**src/rtl/fp_align_unpack_if.sv**
```systemverilog
// fp_align_unpack_if: operand handshake and unpacked/aligned result bundle for the FP adder front end
interface fp_align_unpack_if;
  logic in_valid, in_ready;
  logic [31:0] A, B;
  logic out_valid, out_ready;
  logic alignedSign, carryOut, signA, signB;
  logic [7:0] exponentOut;
  logic [31:0] alignedResult;
  logic ANaN, BNaN, Ainf, Binf, Azero, Bzero;
  modport master(output in_valid, A, B, out_ready,
                 input in_ready, out_valid, alignedSign, exponentOut, alignedResult, carryOut,
                 signA, signB, ANaN, BNaN, Ainf, Binf, Azero, Bzero);
  modport slave(input in_valid, A, B, out_ready,
                output in_ready, out_valid, alignedSign, exponentOut, alignedResult, carryOut,
                signA, signB, ANaN, BNaN, Ainf, Binf, Azero, Bzero);
endinterface

```
**src/rtl/fp_align_unpack.sv**
```systemverilog
// fp_align_unpack: unpack two singles, serially align the smaller significand with sticky jamming,
// then add/subtract magnitudes and hold the result until the normalize stage takes it
module fp_align_unpack #(
  parameter int MAX_SHIFT = 31
) (
  input logic clk,
  input logic reset,
  fp_align_unpack_if.slave bus
);
  localparam logic [2:0] S_IDLE = 3'd0, S_UNPACK = 3'd1, S_SHIFT = 3'd2, S_ADD = 3'd3, S_HOLD = 3'd4;
  logic [2:0] r_state;
  logic [31:0] r_a, r_b, r_sig_l, r_sig_s, r_res;
  logic [7:0] r_n, r_exp_l, r_expo;
  logic r_sign_l, r_sign_s, r_sign_a, r_sign_b, r_sign, r_carry;
  logic [5:0] r_flags;
  logic [7:0] w_exp_a, w_exp_b, w_eff_a, w_eff_b, w_d, w_n;
  logic [31:0] w_sig_a, w_sig_b;
  logic [5:0] w_flags;
  logic w_a_big;
  logic [32:0] w_sum, w_dif, w_res;
  assign w_exp_a = r_a[30:23];
  assign w_exp_b = r_b[30:23];
  assign w_eff_a = (w_exp_a == 8'd0) ? 8'd1 : w_exp_a;
  assign w_eff_b = (w_exp_b == 8'd0) ? 8'd1 : w_exp_b;
  assign w_sig_a = {|w_exp_a, r_a[22:0], 8'h00};
  assign w_sig_b = {|w_exp_b, r_b[22:0], 8'h00};
  assign w_flags = {&w_exp_a && |r_a[22:0], &w_exp_b && |r_b[22:0],
                    &w_exp_a && ~|r_a[22:0], &w_exp_b && ~|r_b[22:0],
                    ~|w_exp_a && ~|r_a[22:0], ~|w_exp_b && ~|r_b[22:0]};
  assign w_a_big = (w_eff_a > w_eff_b) || (w_eff_a == w_eff_b && w_sig_a >= w_sig_b);
  assign w_d = w_a_big ? w_eff_a - w_eff_b : w_eff_b - w_eff_a;
  // any special operand skips alignment; normalize resolves those cases
  assign w_n = (|w_flags) ? 8'd0 : (w_d > 8'(MAX_SHIFT)) ? 8'(MAX_SHIFT) : w_d;
  assign w_sum = {1'b0, r_sig_l} + {1'b0, r_sig_s};
  assign w_dif = {1'b0, r_sig_l - r_sig_s};
  assign w_res = (r_sign_l == r_sign_s) ? w_sum : w_dif;
  always_ff @(posedge clk or posedge reset) begin
    if (reset) begin
      r_state <= S_IDLE;
      r_a <= '0;
      r_b <= '0;
      r_sig_l <= '0;
      r_sig_s <= '0;
      r_res <= '0;
      r_n <= '0;
      r_exp_l <= '0;
      r_expo <= '0;
      r_sign_l <= 1'b0;
      r_sign_s <= 1'b0;
      r_sign_a <= 1'b0;
      r_sign_b <= 1'b0;
      r_sign <= 1'b0;
      r_carry <= 1'b0;
      r_flags <= '0;
    end else begin
      case (r_state)
        S_IDLE: if (bus.in_valid) begin
          r_a <= bus.A;
          r_b <= bus.B;
          r_state <= S_UNPACK;
        end
        S_UNPACK: begin
          r_flags <= w_flags;
          r_sign_a <= r_a[31];
          r_sign_b <= r_b[31];
          r_sign_l <= w_a_big ? r_a[31] : r_b[31];
          r_sign_s <= w_a_big ? r_b[31] : r_a[31];
          r_sig_l <= w_a_big ? w_sig_a : w_sig_b;
          r_sig_s <= w_a_big ? w_sig_b : w_sig_a;
          r_exp_l <= w_a_big ? w_eff_a : w_eff_b;
          r_n <= w_n;
          r_state <= (w_n != 8'd0) ? S_SHIFT : S_ADD;
        end
        S_SHIFT: begin
          r_sig_s <= {1'b0, r_sig_s[31:2], |r_sig_s[1:0]};
          r_n <= r_n - 8'd1;
          if (r_n == 8'd1) r_state <= S_ADD;
        end
        S_ADD: begin
          {r_carry, r_res} <= w_res;
          r_sign <= (r_sign_l != r_sign_s && w_dif == 33'd0) ? 1'b0 : r_sign_l;
          r_expo <= r_exp_l;
          r_state <= S_HOLD;
        end
        S_HOLD: if (bus.out_ready) r_state <= S_IDLE;
        default: r_state <= S_IDLE;
      endcase
    end
  end
  assign bus.in_ready = (r_state == S_IDLE);
  assign bus.out_valid = (r_state == S_HOLD);
  assign bus.alignedSign = r_sign;
  assign bus.exponentOut = r_expo;
  assign bus.alignedResult = r_res;
  assign bus.carryOut = r_carry;
  assign bus.signA = r_sign_a;
  assign bus.signB = r_sign_b;
  assign {bus.ANaN, bus.BNaN, bus.Ainf, bus.Binf, bus.Azero, bus.Bzero} = r_flags;
endmodule

```
**src/flat_wrapper.sv**
```systemverilog
// flat-port wrapper written by rule: the top's interface ports become plain ports
module fp_align_unpack_flat 
#(
  parameter int MAX_SHIFT = 31
)
  (clk, reset, bus_in_valid, bus_A, bus_B, bus_out_ready, bus_in_ready, bus_out_valid, bus_alignedSign, bus_exponentOut, bus_alignedResult, bus_carryOut, bus_signA, bus_signB, bus_ANaN, bus_BNaN, bus_Ainf, bus_Binf, bus_Azero, bus_Bzero);
  fp_align_unpack_if bus_i ();
  input logic clk;
  input logic reset;
  input wire logic [$bits(bus_i.in_valid)-1:0] bus_in_valid;
  input wire logic [$bits(bus_i.A)-1:0] bus_A;
  input wire logic [$bits(bus_i.B)-1:0] bus_B;
  input wire logic [$bits(bus_i.out_ready)-1:0] bus_out_ready;
  output wire logic [$bits(bus_i.in_ready)-1:0] bus_in_ready;
  output wire logic [$bits(bus_i.out_valid)-1:0] bus_out_valid;
  output wire logic [$bits(bus_i.alignedSign)-1:0] bus_alignedSign;
  output wire logic [$bits(bus_i.exponentOut)-1:0] bus_exponentOut;
  output wire logic [$bits(bus_i.alignedResult)-1:0] bus_alignedResult;
  output wire logic [$bits(bus_i.carryOut)-1:0] bus_carryOut;
  output wire logic [$bits(bus_i.signA)-1:0] bus_signA;
  output wire logic [$bits(bus_i.signB)-1:0] bus_signB;
  output wire logic [$bits(bus_i.ANaN)-1:0] bus_ANaN;
  output wire logic [$bits(bus_i.BNaN)-1:0] bus_BNaN;
  output wire logic [$bits(bus_i.Ainf)-1:0] bus_Ainf;
  output wire logic [$bits(bus_i.Binf)-1:0] bus_Binf;
  output wire logic [$bits(bus_i.Azero)-1:0] bus_Azero;
  output wire logic [$bits(bus_i.Bzero)-1:0] bus_Bzero;
  assign bus_i.in_valid = bus_in_valid;
  assign bus_i.A = bus_A;
  assign bus_i.B = bus_B;
  assign bus_i.out_ready = bus_out_ready;
  assign bus_in_ready = bus_i.in_ready;
  assign bus_out_valid = bus_i.out_valid;
  assign bus_alignedSign = bus_i.alignedSign;
  assign bus_exponentOut = bus_i.exponentOut;
  assign bus_alignedResult = bus_i.alignedResult;
  assign bus_carryOut = bus_i.carryOut;
  assign bus_signA = bus_i.signA;
  assign bus_signB = bus_i.signB;
  assign bus_ANaN = bus_i.ANaN;
  assign bus_BNaN = bus_i.BNaN;
  assign bus_Ainf = bus_i.Ainf;
  assign bus_Binf = bus_i.Binf;
  assign bus_Azero = bus_i.Azero;
  assign bus_Bzero = bus_i.Bzero;
  fp_align_unpack #(.MAX_SHIFT(MAX_SHIFT)) u_core (.clk(clk), .reset(reset), .bus(bus_i));
endmodule
```
**config.mk**
```make
export PLATFORM = sky130hd
export DESIGN_NAME = fp_align_unpack_flat
export DESIGN_NICKNAME = d
export VERILOG_FILES = /design/src/rtl/fp_align_unpack_if.sv /design/src/rtl/fp_align_unpack.sv /design/src/flat_wrapper.sv
export SDC_FILE = /design/constraint.sdc
export NUM_CORES = 1
export LEC_CHECK = 0
export CAP_MARGIN = 20
export CORE_ASPECT_RATIO = 1.25
export CORE_UTILIZATION = 60
export CTS_CLUSTER_SIZE = 10
export DETAILED_ROUTE_END_ITERATION = 8
export DONT_BUFFER_PORTS = 1
export GPL_TIMING_DRIVEN = 0
export HOLD_SLACK_MARGIN = 0.1
export PLACE_DENSITY = 0.84
export SKIP_CTS_REPAIR_TIMING = 1
export SYNTH_ARGS = -nofsm -noshare
export SYNTH_HDL_FRONTEND = slang
export SYNTH_SLANG_ARGS = --single-unit
```
**constraint.sdc**
```tcl
create_clock -name clk -period 17.8 [get_ports clk]
set_clock_uncertainty 0.2 [all_clocks]
set_input_delay 3.56 -clock clk [delete_from_list [all_inputs] [get_ports clk]]
set_output_delay 3.56 -clock clk [all_outputs]
set_load 0.05 [all_outputs]
```
[Word-level counts from Yosys, hierarchy flattened]
Cells that the tools add are included.
Cells by class
  equal/unequal tests: 11
  add/subtract/negate cells: 5
  multiplexer cells: 19
  $lt $le $gt $ge: 3
  reductions and logical operators: 29
Operator list (number)
  32-bit two-way mux: 2
  32-bit case mux with 2 select lines: 1
  8-bit two-way mux: 6
  23-bit OR reduction: 2
  32-bit by 32-bit adder with 33-bit output: 1
  33-bit logical NOT: 1
  33-bit two-way mux: 1
  32-bit >= comparator: 1
  32-bit subtractor: 1
  8-bit logical NOT: 2
  8-bit case mux with 2 select lines: 1
  8-bit AND reduction: 2
  8-bit OR reduction: 2
  8-bit subtractor: 2
  3-bit case mux with 5 select lines: 1
  3-bit two-way mux: 3
  8-bit by 1-bit equality test with 1-bit output, second input constant: 1
  8-bit equality test: 1
  8-bit by 5-bit greater-than comparator with 1-bit output, second input constant: 1
  8-bit greater-than comparator: 1
  1-bit logical AND: 8
  8-bit nonzero test: 1
  8-bit by 1-bit subtractor with 8-bit output, second input constant: 1
  3-bit by 2-bit equality test with 1-bit output, second input constant: 2
  15 further kinds: 22
Storage, ports and cells
  register bits after elaboration: 199
  input port bits: 68

[Logic depth before layout (Yosys ltp)]
Gate-level depths: netlist of the first run.
  word-level depth: 12
  mapped depth: 19
  depth with buffers taken out: 17

[Worst setup path after synthesis of the first run]
No wires, ideal clock.
  kind: flip-flop to output port
  from: register u_core.r_state[0]
  to: output port bus_out_valid
  buffers on the path: 1
  data required time: 14.040 ns
  setup slack: 12.321 ns
  cell stages (with the launch flop): 3
  arrival: 1.719 ns
  cells stage by stage: dfrtp_1 clkbuf_1 nor3b_1
Between the ends
  word-level cells in the longest chain between the ends: 1
Ends and longest elaborated chain
  from (decl): line fp_align_unpack.sv:11  | logic [2:0] r_state;
  from (signal assigned): line fp_align_unpack.sv:72  | r_state <= (w_n != 8'd0) ? S_SHIFT : S_ADD;
  3-bit equality test: line fp_align_unpack.sv:91  | assign bus.out_valid = (r_state == S_HOLD);
  to (decl): line flat_wrapper.sv:15  | output wire logic [$bits(bus_i.out_valid)-1:0] bus_out_valid;
No other way between the ends.

[Worst setup path in the final report of the first run]
  from: register u_core.r_state[0]
  to: output port bus_in_ready
Between the ends
  word-level cells in the longest chain between the ends: 1
Ends and longest elaborated chain
  3-bit logical NOT: line fp_align_unpack.sv:90  | assign bus.in_ready = (r_state == S_IDLE);
  to (decl): line flat_wrapper.sv:14  | output wire logic [$bits(bus_i.in_ready)-1:0] bus_in_ready;
No other way between the ends.

==> run metrics, run 1 <==
status=completed; Skew-Pair Late Insertion Delay=0.44 ns; share of cells above drive strength 1=7.15%; endpoints failing hold=0; CP max FO=7; asr flop ratio synth=100%; post-route ant nets=0; drt wl/cell=roughly 20 um; Slew Limit Fails=0; total length of routed wires=about 34000 um; Die Area=0.0211 sq mm; period utilisation layout=31.2%; core area=about 0.020 sq mm; Fmax=about 0.18 GHz; fin nets=around 1600; placed insts=~1700; WP data required=14.04 ns; Post-Syn Instances=approximately 1400; clk slew on worst S/H paths=0.07 ns; yosys warns=0; total CTS buffers=17; CP Capture Type=output port; Synth Register Bits=roughly 190; DR DRC count=0; P&R area growth vs syn=8.08%; Worst Hold Class=reg -> reg; number of fill cells=1732; clock root cell=clkbuf_16; Initial Util=between 60 and 70%; TritonCTS clock tree=done; H-tree depth=4; Crit path largest cell delay=0.78 ns; vias in the first global route=about 11000; critical path type=reg -> out; post-route setup TNS=0 ns; Top Ports=120; Distinct cells, synth=82; Seq/Total Area, Yosys=between 30% and 40%; via count=around 11000; worst slew pin tran=1.06 ns; Post-Synthesis Net Count=~1600; synthesized cell area=approximately 0.012 sq mm; Avg Vias per Cell=between 6 and 7; Final Wtd Congestion=just under 1; largest net degree at the start of global routing=117; First-pass DRT Iterations=6; Chip Height=162 um; Finished Layout Cells=1710; die width=130 um; ant diodes=0; crit path buf inv count=1; clk sink count=roughly 190; Rel. slew slack=29.1%; Max Cap Viol=0; Core Rows=slightly below 60; Post-synth EDFFs=0; WP data arrival=1.79 ns; top_reg_cell synth=dfrtp_1; pre-CTS WS=12.38 ns; min Tclk post-route=5.55 ns; RSZ-0062 raised after global routing=no; 1st-iter DRT viols=about 750; delay-heaviest family, CP=simple AND/OR/NAND/NOR gates; critical path cell sequence=clkbuf_1 > nor3_2; gr usage total=33.5%; fin worst setup slack=12.25 ns; global-route wire length before repair=54200 um; post-DP HPWL=about 27000 um; initial antenna violation count=0; IO buf count=0; Worst path slowest cell=nor3_2; grt ovf=0; Critical Path Start Type=flip-flop; Bufs on Longest Clock Path=2; Final Core Density=66.3%; setup violators final=0; Syn Area/Cell=8.77 sq um
cell usage in the layout, fill, tap and decap left out, types with 9 or more instances in the layout:
| master | count |
|---|---|
| nand2b_1 | 15 |
| mux2_2 | 28 |
| clkbuf_1 | 70 |
| nor3_1 | 18 |
| a21oi_1 | 95 |
| a31oi_1 | 13 |
| a22oi_1 | 25 |
| o21bai_1 | 16 |
| nand4_1 | 21 |
| xor2_1 | 11 |
| ha_1 | 90 |
| nand3_1 | 16 |
| a21o_1 | 15 |
| buf_2 | 11 |
| mux2i_1 | 41 |
| nor2b_1 | 9 |
| o21ai_0 | 168 |
| o31ai_1 | 11 |
| xnor2_1 | 38 |
| nor2_1 | 82 |
| nor4_1 | 21 |
| inv_1 | 95 |
| dfrtp_1 | 191 |
| nand2_1 | 174 |
| clkbuf_16 | 17 |
layout make-up:
cell class,count,area (sq um),area share (%)
well taps,270,338,2.53
plain buffers,91,387,2.90
clock inverters,14,175,1.31
clock buffers,18,439,3.29
repair buffers,1,27.5,0.206
inverters,101,387,2.90
flip-flops and latches,191,4780,35.8
multi-input cells,1024,6800,51.0
stage by stage:
stage,area (sq um),hold WS [ns]
global placement,12700,0.252
detailed placement,12700,0.266
global route,13300,0.316
floorplan,12300,0.239
CTS,13300,0.283
finish,13300,0.285
routing by layer:
metal	share of wire (%)	track usage, %
met5	0	0
met4	4.0	16.2
met3	5.8	5.30
met2	49	55.6
met1	41	42.4
cell families (layout without fill, tap and decap cells):
logic type | count (synthesis) | in the layout | synth area share, %
and+or+nand+nor | 392 | 392 | 14.9
DFF | 191 | 191 | 38.7
muxes | 69 | 69 | 5.88
AOI/OAI and AO/OA | 421 | 421 | 21.2
buffers and inverters | 192 | 225 | 6.21
xor gates and xnor gates | 49 | 49 | 3.48
adders and majority gates | 93 | 93 | 9.62
registers in the layout, indices dropped and copies added (netlist names):
signal / cells
u_core.r_flags: 6
u_core.r_sign_l: 1
u_core.r_sig_l: 24
u_core.r_sig_s: 32
u_core.bus.alignedResult: 32
u_core.bus.carryOut: 1
u_core.r_exp_l: 8
u_core.r_sign_s: 1
u_core.bus.alignedSign: 1
u_core.r_b: 32
u_core.bus.exponentOut: 8
u_core.bus.signA: 1
u_core.r_a: 32
u_core.r_state: 3
u_core.bus.signB: 1
u_core.r_n: 8
synthesized netlist by cell type (all sizes together), types with 15 or more instances:
cell type | instances | share of area [%]
mux2i | 41 | 3.3
nand4 | 21 | 1.1
a21o | 15 | 0.91
o21bai | 16 | 0.97
mux2 | 28 | 2.6
a21oi | 97 | 4.1
clkbuf | 71 | 2.2
a22oi | 25 | 1.5
o21ai | 169 | 6.9
nor2 | 82 | 2.5
inv | 100 | 3.0
nor4 | 23 | 1.3
nand2b | 15 | 0.76
nand2 | 174 | 5.3
nand3 | 17 | 0.79
ha | 90 | 9.1
nor3 | 20 | 0.85
dfrtp | 191 | 39
xnor2 | 38 | 2.7
buf | 20 | 0.96
worst paths after layout:
path	cells past startpoint	slack, ns	to	start
setup / recovery	2	12.25	bus_in_ready	u_core.r_state[0]
hold / removal	2	0.28	u_core.bus.exponentOut[4]	u_core.r_exp_l[4]
setup reg to reg	18	13.32	u_core.r_n[1]	u_core.r_b[25]
hold reg to reg	2	0.28	u_core.bus.exponentOut[4]	u_core.r_exp_l[4]
max in group asynchronous	2	13.66	u_core.r_b[0]	reset
min in group asynchronous	1	2.80	u_core.bus.alignedResult[20]	reset
worst register-to-register path, stage by stage, from the launching register on:
cell	delay [ns]
dfrtp_1	0.45
nor4_1	0.41
nand2_1	0.22
inv_1	0.15
nor2_1	0.08
inv_1	0.07
ha_1	0.14
inv_1	0.07
fa_1	0.39
a21o_1	0.18
a21oi_2	0.22
a21oi_1	0.11
a211oi_1	0.22
a31o_1	0.14
buf_6	0.13
mux2i_1	0.22
xor2_1	0.36
nand4_1	0.22
a221o_1	0.38
Power of run 1 is left out: the tool's default activity adds up to more than one toggle a clock period on the data nets, which glitch-free logic cannot reach.
==> run 2: changes to the inputs <==
- clock period: 17.8 -> 5.2 ns (I/O delays scaled with it)
==> run metrics, run 2 (synthesis gave the netlist of run 1 again) <==
status=completed; clock root cell=clkbuf_16; Slew Limit Fails=0; pre-CTS WS=0.874 ns; total length of routed wires=34400 um; drt wl/cell=around 20 um; largest net degree at the start of global routing=41; vias in the first global route=about 11000; RSZ-0062 raised after global routing=no; initial antenna violation count=0; fin nets=1592; endpoints failing hold=0; worst slew pin tran=1.13 ns; Core Rows=58; ant diodes=0; post-DP HPWL=27400 um; post-route setup TNS=0 ns; WP data arrival=about 4.5 ns; commonest non-fill, non-tap cell in the layout=dfrtp_1; Bufs on Longest Clock Path=2; TritonCTS clock tree=done; IO buf count=0; Final Wtd Congestion=0.969; WP data required=5.32 ns; grt ovf=0; clk sink count=191; period utilisation layout=84.7%; core area=0.0201 sq mm; Critical Path Start Type=flip-flop; register area=0.00478 sq mm; via count=approximately 11000; First-pass DRT Iterations=6; commonest non-fill, non-tap cells in the layout=191 x dfrtp_1, 174 x nand2_1, 168 x o21ai_0, 95 x inv_1, 95 x a21oi_1; Die Area=0.0211 sq mm; Area after DPL=~0.013 sq mm; clk slew on worst S/H paths=about 0.07 ns; H-tree depth=4; total CTS buffers=17; Chip Height=162 um; Rel. slew slack=24.1%; Fmax=0.227 GHz; Skew-Pair Late Insertion Delay=~0.44 ns; critical path type=reg -> reg; CP Capture Type=flip-flop; Worst Hold Class=reg -> reg; die width=130 um; Avg Vias per Cell=~6.2; CP max FO=6; 1st-iter DRT viols=742; fin worst setup slack=roughly 0.79 ns; post-route ant nets=0; setup violators final=0; share of cells above drive strength 1=7.34%; DR DRC count=0; min Tclk post-route=about 4.4 ns; Max Cap Viol=0; gr usage total=between 30% and 40%; design area=between 0.01 and 0.015 sq mm; global-route wire length before repair=54500 um; Top Ports=120; multi-input logic area=0.00680 sq mm; number of fill cells=between 1500 and 2000; P&R area growth vs syn=8.24%; Initial Util=61.4%
[run 2: cell types whose count changed in the layout (fill, tap and decap cells not counted)]
cell        delta
buf_12         +5
clkinvlp_4     +4
inv_6          -4
clkinv_4       +3
bufinv_16      -2
buf_16         -1
clkbuf_1       +1
clkbuf_8       +1
clkinv_2       -1
clkinv_8       -1
inv_8          -1
[run 2: layout make-up]
cell class	instances	share of cell area, %
buffer	91	2.90
multi-input combinational	1024	50.9
sequential	191	35.8
clock buffer	20	3.42
tap	270	2.53
clock inverter	12	0.806
timing repair buffer	5	0.750
inverter	101	2.87
[run 2: path summary, 6_finish.rpt]
path                                   start                   endpoint  slack [ns]  cells after the start
max in group asynchronous              reset          u_core.r_sig_s[0]        3.44                      4
setup reg to reg              u_core.r_b[30]              u_core.r_n[1]        0.79                     18
hold / removal             u_core.r_exp_l[1]  u_core.bus.exponentOut[1]        0.28                      2
min in group asynchronous              reset              u_core.r_a[6]        0.32                      1
hold reg to reg            u_core.r_exp_l[1]  u_core.bus.exponentOut[1]        0.28                      2
setup / recovery              u_core.r_b[30]              u_core.r_n[1]        0.79                     18
[run 2: per-layer routing]
metal | vias to the layer above | part of all wire [%] | GRT usage (%)
li1 | 5024 | - | -
met5 | - | 0 | 0
met2 | 431 | 50 | 58.0
met1 | 5165 | 41 | 42.0
met3 | 84 | 5.4 | 4.64
met4 | 0 | 3.6 | 14.2
[run 2: metrics by stage]
stage / cells / util [%] / hold WS [ns]
after CTS: 1714 / 66.4 / 0.286
after global routing: 1714 / 66.4 / 0.313
after floorplan: 1407 / - / 0.239
final: 1714 / 66.4 / 0.279
after detailed placement: 1682 / 63.6 / 0.270
after global placement: 1677 / 63.1 / 0.257
[run 2: critical path, cell delays in order (launching register included)]
cell      delay (ns)
dfrtp_1         0.45
nor4_1          0.35
nand2_1         0.20
inv_1           0.14
nor2_1          0.09
inv_1           0.07
ha_1            0.13
inv_1           0.06
fa_1            0.38
a21o_1          0.19
a21oi_2         0.20
a21oi_1         0.09
a211oi_1        0.23
a31o_1          0.15
buf_6           0.13
mux2i_1         0.23
xor2_1          0.39
nand4_1         0.24
a221o_1         0.38
Power of run 2 is left out for the same reason.
